`config.mk`:
```
export PLATFORM = sky130hd
export DESIGN_NAME = cp0_reg
export DESIGN_NICKNAME = d
export VERILOG_FILES = /design/src/rtl/cp0_reg.sv
export SDC_FILE = /design/constraint.sdc
export NUM_CORES = 1
export LEC_CHECK = 0
export CORE_AREA = 3 3 135 137
export CTS_BUF_LIST = sky130_fd_sc_hd__clkbuf_8
export CTS_CLUSTER_SIZE = 10
export DETAILED_ROUTE_END_ITERATION = 8
export DIE_AREA = 0 0 138 140
export GPL_TIMING_DRIVEN = 0
export HOLD_SLACK_MARGIN = 0.03
export PLACE_DENSITY = 0.78
export SKIP_CTS_REPAIR_TIMING = 1
export SKIP_LAST_GASP = 1
export SYNTH_ARGS = -nofsm -noshare
export SYNTH_HDL_FRONTEND = slang
export SYNTH_SLANG_ARGS = --single-unit
```
`constraint.sdc`:
```
create_clock -name clk -period 4.7 [get_ports clk]
set_input_delay 0.47 -clock clk [delete_from_list [all_inputs] [get_ports clk]]
set_output_delay 0.47 -clock clk [all_outputs]
set_load 0.02 [all_outputs]
```
`src/rtl/cp0_reg.sv`:
```
// Coprocessor-0 register file: Count/Compare timer, Status, Cause, EPC, PRId, Config.
// Define CP0_TIMER_EN to build the Count/Compare timer; otherwise both read 0 and timer_int_o is 0.
module cp0_reg #(
    parameter logic [31:0] PRID_VALUE = 32'h004c0102,
    parameter logic [31:0] STATUS_RST = 32'h10000000
) (
    input  logic        clk,
    input  logic        rst,
    input  logic        we_i,
    input  logic [4:0]  waddr_i,
    input  logic [31:0] wdata_i,
    input  logic [4:0]  raddr_i,
    input  logic [5:0]  int_i,
    input  logic        exc_valid_i,
    input  logic [4:0]  exc_code_i,
    input  logic [31:0] exc_pc_i,
    input  logic        exc_bd_i,
    input  logic        eret_i,
    output logic [31:0] data_o,
    output logic [31:0] count_o,
    output logic [31:0] compare_o,
    output logic [31:0] status_o,
    output logic [31:0] cause_o,
    output logic [31:0] epc_o,
    output logic [31:0] config_o,
    output logic [31:0] prid_o,
    output logic        timer_int_o
);

    localparam logic [4:0]  ADDR_COUNT   = 5'd9;
    localparam logic [4:0]  ADDR_COMPARE = 5'd11;
    localparam logic [4:0]  ADDR_STATUS  = 5'd12;
    localparam logic [4:0]  ADDR_CAUSE   = 5'd13;
    localparam logic [4:0]  ADDR_EPC     = 5'd14;
    localparam logic [4:0]  ADDR_PRID    = 5'd15;
    localparam logic [4:0]  ADDR_CONFIG  = 5'd16;
    localparam logic [31:0] CONFIG_VALUE = 32'h00008000;
    // IV, WP and IP[1:0] are the only software-writable Cause bits
    localparam logic [31:0] CAUSE_WMASK  = 32'h00C00300;
    localparam int          EXL          = 1;

    logic [31:0] status_q, status_d;
    logic [31:0] cause_q,  cause_d;
    logic [31:0] epc_q,    epc_d;

    logic wr_count, wr_compare, wr_status, wr_cause, wr_epc;

    assign wr_count   = we_i && (waddr_i == ADDR_COUNT);
    assign wr_compare = we_i && (waddr_i == ADDR_COMPARE);
    assign wr_status  = we_i && (waddr_i == ADDR_STATUS);
    assign wr_cause   = we_i && (waddr_i == ADDR_CAUSE);
    assign wr_epc     = we_i && (waddr_i == ADDR_EPC);

    // Exception beats eret, which beats mtc0 to Status/Cause/EPC.
    always_comb begin
        status_d = status_q;
        cause_d  = cause_q;
        epc_d    = epc_q;
        if (exc_valid_i) begin
            cause_d[6:2]  = exc_code_i;
            status_d[EXL] = 1'b1;
            if (!status_q[EXL]) begin
                epc_d       = exc_bd_i ? (exc_pc_i - 32'd4) : exc_pc_i;
                cause_d[31] = exc_bd_i;
            end
        end else begin
            if (eret_i) begin
                status_d[EXL] = 1'b0;
            end else if (wr_status) begin
                status_d = wdata_i;
            end
            if (wr_cause) begin
                cause_d = (cause_q & ~CAUSE_WMASK) | (wdata_i & CAUSE_WMASK);
            end
            if (wr_epc) begin
                epc_d = wdata_i;
            end
        end
        cause_d[15:10] = int_i;
    end

    always_ff @(posedge clk) begin
        if (rst) begin
            status_q <= STATUS_RST;
            cause_q  <= 32'd0;
            epc_q    <= 32'd0;
        end else begin
            status_q <= status_d;
            cause_q  <= cause_d;
            epc_q    <= epc_d;
        end
    end

`ifdef CP0_TIMER_EN
    logic [31:0] count_q,   count_d;
    logic [31:0] compare_q, compare_d;
    logic        timer_q,   timer_d;

    always_comb begin
        count_d   = wr_count ? wdata_i : (count_q + 32'd1);
        compare_d = wr_compare ? wdata_i : compare_q;
        timer_d   = timer_q;
        // A Compare write in a match cycle still clears the request
        if (wr_compare) begin
            timer_d = 1'b0;
        end else if ((compare_q != 32'd0) && (count_q == compare_q)) begin
            timer_d = 1'b1;
        end
    end

    always_ff @(posedge clk) begin
        if (rst) begin
            count_q   <= 32'd0;
            compare_q <= 32'd0;
            timer_q   <= 1'b0;
        end else begin
            count_q   <= count_d;
            compare_q <= compare_d;
            timer_q   <= timer_d;
        end
    end

    assign count_o     = count_q;
    assign compare_o   = compare_q;
    assign timer_int_o = timer_q;
`else
    assign count_o     = 32'd0;
    assign compare_o   = 32'd0;
    assign timer_int_o = 1'b0;
`endif

    assign status_o = status_q;
    assign cause_o  = cause_q;
    assign epc_o    = epc_q;
    assign config_o = CONFIG_VALUE;
    assign prid_o   = PRID_VALUE;

    always_comb begin
        data_o = 32'd0;
        case (raddr_i)
            ADDR_COUNT:   data_o = count_o;
            ADDR_COMPARE: data_o = compare_o;
            ADDR_STATUS:  data_o = status_q;
            ADDR_CAUSE:   data_o = cause_q;
            ADDR_EPC:     data_o = epc_q;
            ADDR_PRID:    data_o = PRID_VALUE;
            ADDR_CONFIG:  data_o = CONFIG_VALUE;
            default:      data_o = 32'd0;
        endcase
    end

endmodule

```
**Word level (Yosys, flattened, before mapping)**

Cells that the tools add are included.

- $add $sub $neg: 1
- Equal/unequal tests: 9
- Mux-type cells: 12
- Bitwise gates (word level): 3
- Reduce and logical (&&, ||, !) cells: 10

Operators by type and width:

| operator | number |
|---|---|
| $mux W32 | 5 |
| $pmux W32 S5 | 1 |
| $eq A5 B4 Y1 const B | 7 |
| $or A32 B24 Y32 | 1 |
| $sub A32 B3 Y32 const B | 1 |
| $reduce_and A2 Y1 | 3 |
| $eq A5 B5 Y1 const B | 1 |
| $mux W5 | 1 |
| $mux W1 | 4 |
| $reduce_bool A2 Y1 | 2 |
| $logic_and A1 B1 Y1 | 3 |
| $reduce_and A3 Y1 | 1 |
| $reduce_bool A3 Y1 | 1 |
| $mux W2 | 1 |
| $ne A2 B2 Y1 const B | 1 |
| $not A1 Y1 | 2 |

- Register bits after elaboration: 96
- Input bits: 91
- Output and inout port bits: 257
- Logic and storage cells: 42

**Depth between registers and ports, before layout**

- Word-level depth: 5
- Gate-level depth with buffers: 8
- Gate-level depth less buffers: 7

**Worst setup path before layout**

Ideal clock, no wire load.

- Kind: input to output
- From: input raddr_i[0]
- To: output data_o[14]
- Data arrival time: 1,704 ps
- Required time: 4,230 ps
- Path slack: 2,526 ps
- Stages on the path: 6
- Path buffers: 2
- Cells stage by stage: clkbuf_1 buf_1 mux2i_1 nor2_1 a21oi_1 nor2_1

- Word-level cells in the longest chain between the ends: 2
- Elaborated cells between the ends (all ways): 6
- Classes of those cells: eq/ne: 5; mux: 1

RTL lines:

| item | RTL line | text |
|---|---|---|
| start, declared | 12 | `input logic [4:0] raddr_i,` |
| $eq A5 B5 Y1 / $eq A5 B4 Y1 (equally long branches) | 140 | `case (raddr_i)` |
| $pmux W32 S5 * | 140 |  |
| end, declared | 19 | `output logic [31:0] data_o,` |

Every way passes the cells marked *; elsewhere a longest branch is shown, timed or not.

**Worst setup path after layout**

- From: input raddr_i[4]
- To: output data_o[31]

The elaborated chain is that of the path after synthesis.

==> results.md <==
- Initial antenna violation count: 0
- Clock-pin slew on the worst setup and hold paths: 0.09 ns
- Antenna Violating Nets Remaining: 0
- Seq/Total Area, Yosys: 29.0%
- Layout cells sized above 1: 16.3%
- Worst-margin pin slew: approximately 1.1 ns
- Compound-Gate Fraction of Synth Area: 14.0%
- First-pass GRT wire length: 33.0 mm
- Synth Flop Type: dfxtp_1
- WHS Path Cells: 2
- Max_slew headroom: 26.8%
- Register bit total from synthesis: 80
- R2R cell count: 7
- Largest net degree at the start of global routing: 14
- Arrival time of the worst setup path: 2.92 ns
- Post-synth EDFFs: 0
- Final WL: roughly 23 mm
- Critical Path Source Type: input port
- H-tree levels: 3
- Core area: 0.0172 mm²
- Finished Core Util: roughly half
- Fmax: 295 MHz
- Overall Power: 1.96 mW
- Mux cell area share after synthesis: 7.06%
- Placed inst area: 0.00834 mm²
- DRT iter0 DRCs: 356
- Yosys warnings: 0
- Pwr dens: 228 mW/mm²
- Synth Area per Inst: 7.57 µm²
- Final hold viol count: 0
- Root buffer cell: clkbuf_8
- Area delta synth->final: 55.4%
- Yosys top cell by area: dfxtp_1
- CTS tree: done
- Final TNS setup: 0 ns
- DR pass1 iterations: 5
- Final net count: approximately 1,200
- Overall Global Routing Usage: 21.8%
- Maximum fanout along the worst path: 10
- Via Count: between 5,000 and 6,000
- Run status: finished, final reports clean
- Starting Density: 32.2%
- Fin. max-slew vios: 0
- Synth unique cells: 56
- Worst Hold Class: flop to flop
- Gpl congestion: 0.898
- WS Path Type: input port to output port
- Row count: 48
- DRC viols: 0
- DP HPWL: 18.2 mm
- Leak: 3.62 nW
- Post-synth ARST share: 0%
- Clock Skew: 0.0101 ns
- Clock Tree Buf Depth: 2
- ANT cells: 0
- Clock sinks: 80
- Setup crit end kind: output port
- Layout filler cell count: around 1,700
- RSZ-0062 raised after global routing: false
- I/O Buffers: 199
- Total Die Area: 0.0193 mm²
- Via density: 4.50
- Peak supply drop: 0.000118 V
- Ports: about 350
- DR WL/cell: 17.1 µm
- Top cells by area, synth: dfxtp_1 29%, buf_4 20%, mux2i_1 7.1%
- Vias in the first global route: 5,436
- Synth top area share: 29.0%
- Largest family of logic cells by synthesized area: buffers and inverters
- XOR/XNOR share of the synthesized area: approximately 3.3%
- Synthesized area: 0.00553 mm²
- WP data required: 4.23 ns
- Period utilization: 72.0%
- Period minus WS final: between 3 and 4 ns
- Die Y: 140 µm
- Adder-cell area share of the yosys netlist: less than 1%
- Max-Cap Viols: 0
- Place WS: 1.30 ns
- Num CTS Buffers: 9
- Setup WS post-layout: between 1 and 1.5 ns
- Post-Synth Simple-Gate Area: a little under a quarter
- Final setup viols: 0
- Clk_lat worst skew: 0.35 ns
- Die Width: 138 µm
- Fin area: ~0.0086 mm²
- Post-Synthesis Cells: 730
- Grt ovf: 0
[synthesized netlist by cell type (7+ instances only)]
cell / number
nor2b_1: 11
a21oi_1: 69
or3_1: 7
xnor2_1: 11
mux2i_1: 39
nand3_1: 11
nor3_1: 10
clkbuf_1: 36
nor2_1: 80
buf_4: 145
nor4_1: 10
a31oi_1: 8
dfxtp_1: 80
o21ai_0: 16
xor2_1: 10
nand2_1: 95
[power breakdown]
part	switching, mW	internal, mW
sequential	0.0301	0.705
clock	0.272	0.382
combinational	0.314	0.253
[area by class of cell]
class | count | area, µm² | area share [%]
Tap cell | 225 | 282 | 3.28
Buffer | 188 | 1260 | 14.7
Sequential cell | 80 | 1600 | 18.6
Inverter | 6 | 22.5 | 0.262
Clock buffer | 11 | 151 | 1.76
Clock inverter | 5 | 103 | 1.19
Timing Repair Buffer | 199 | 1990 | 23.2
Multi-Input combinational cell | 599 | 3180 | 37.0
[critical path, stage by stage]
cell             delay (ns)
clkdlybuf4s50_1        0.50
nand3b_1               0.13
clkbuf_1               0.49
clkbuf_1               0.59
nor2_1                 0.11
clkdlybuf4s50_1        0.61
[layout by cell type, fill, tap and decap left out, types with 5 or more instances in the layout]
cell type	instances
a211oi_1	5
a21oi_1	69
a31oi_1	8
and3_1	6
buf_4	145
clkbuf_1	36
clkbuf_8	11
clkdlybuf4s50_1	199
conb_1	145
dfxtp_1	80
inv_1	5
mux2i_1	39
nand2_1	95
nand3_1	11
nor2_1	80
nor2b_1	11
nor3_1	10
nor4_1	10
o21ai_0	16
o22ai_1	5
o31a_2	5
or3_1	7
or4_1	6
xnor2_1	11
xor2_1	10
[worst paths after layout]
path / from / end / slack (ns)
max: raddr_i[4] / data_o[31] / 1.31
min: status_o[11] / status_o[11] / 0.48
max reg2reg: status_o[1] / epc_o[12] / 2.06
min reg2reg: status_o[11] / status_o[11] / 0.48
[flip-flops by register name (all words and copies together), names as in the netlist]
name      count
epc_o        32
status_o     32
cause_o      16
[cell families (layout without fill, tap and decap cells)]
group	Yosys count	in the layout
and+or+nand+nor	264	264
buffers and inverters	194	409
AOI/OAI and AO/OA	129	129
DFF	80	80
muxes	39	39
xor gates and xnor gates	21	21
other	2	145
adders and majority gates	1	1
[through the flow]
step / cells / hold slack (ns)
3_5_place_dp: 1297 / 0.462
4_1_cts: 1313 / 0.476
2_1_floorplan: 873 / 0.542
3_3_place_gp: 1297 / 0.459
6_report: 1313 / 0.478
5_1_grt: 1313 / 0.499
[routing by layer]
| layer | vias to the layer above | share of wire (%) | GRT usage [%] |
|---|---|---|---|
| li1 | 2922 | - | - |
| met1 | 2696 | 40 | 26.6 |
| met2 | 273 | 50 | 38.6 |
| met3 | 22 | 8.0 | 5.67 |
| met4 | 0 | 1.7 | 4.89 |
| met5 | - | 0 | 0 |
Power figures use the tool's default switching activity.
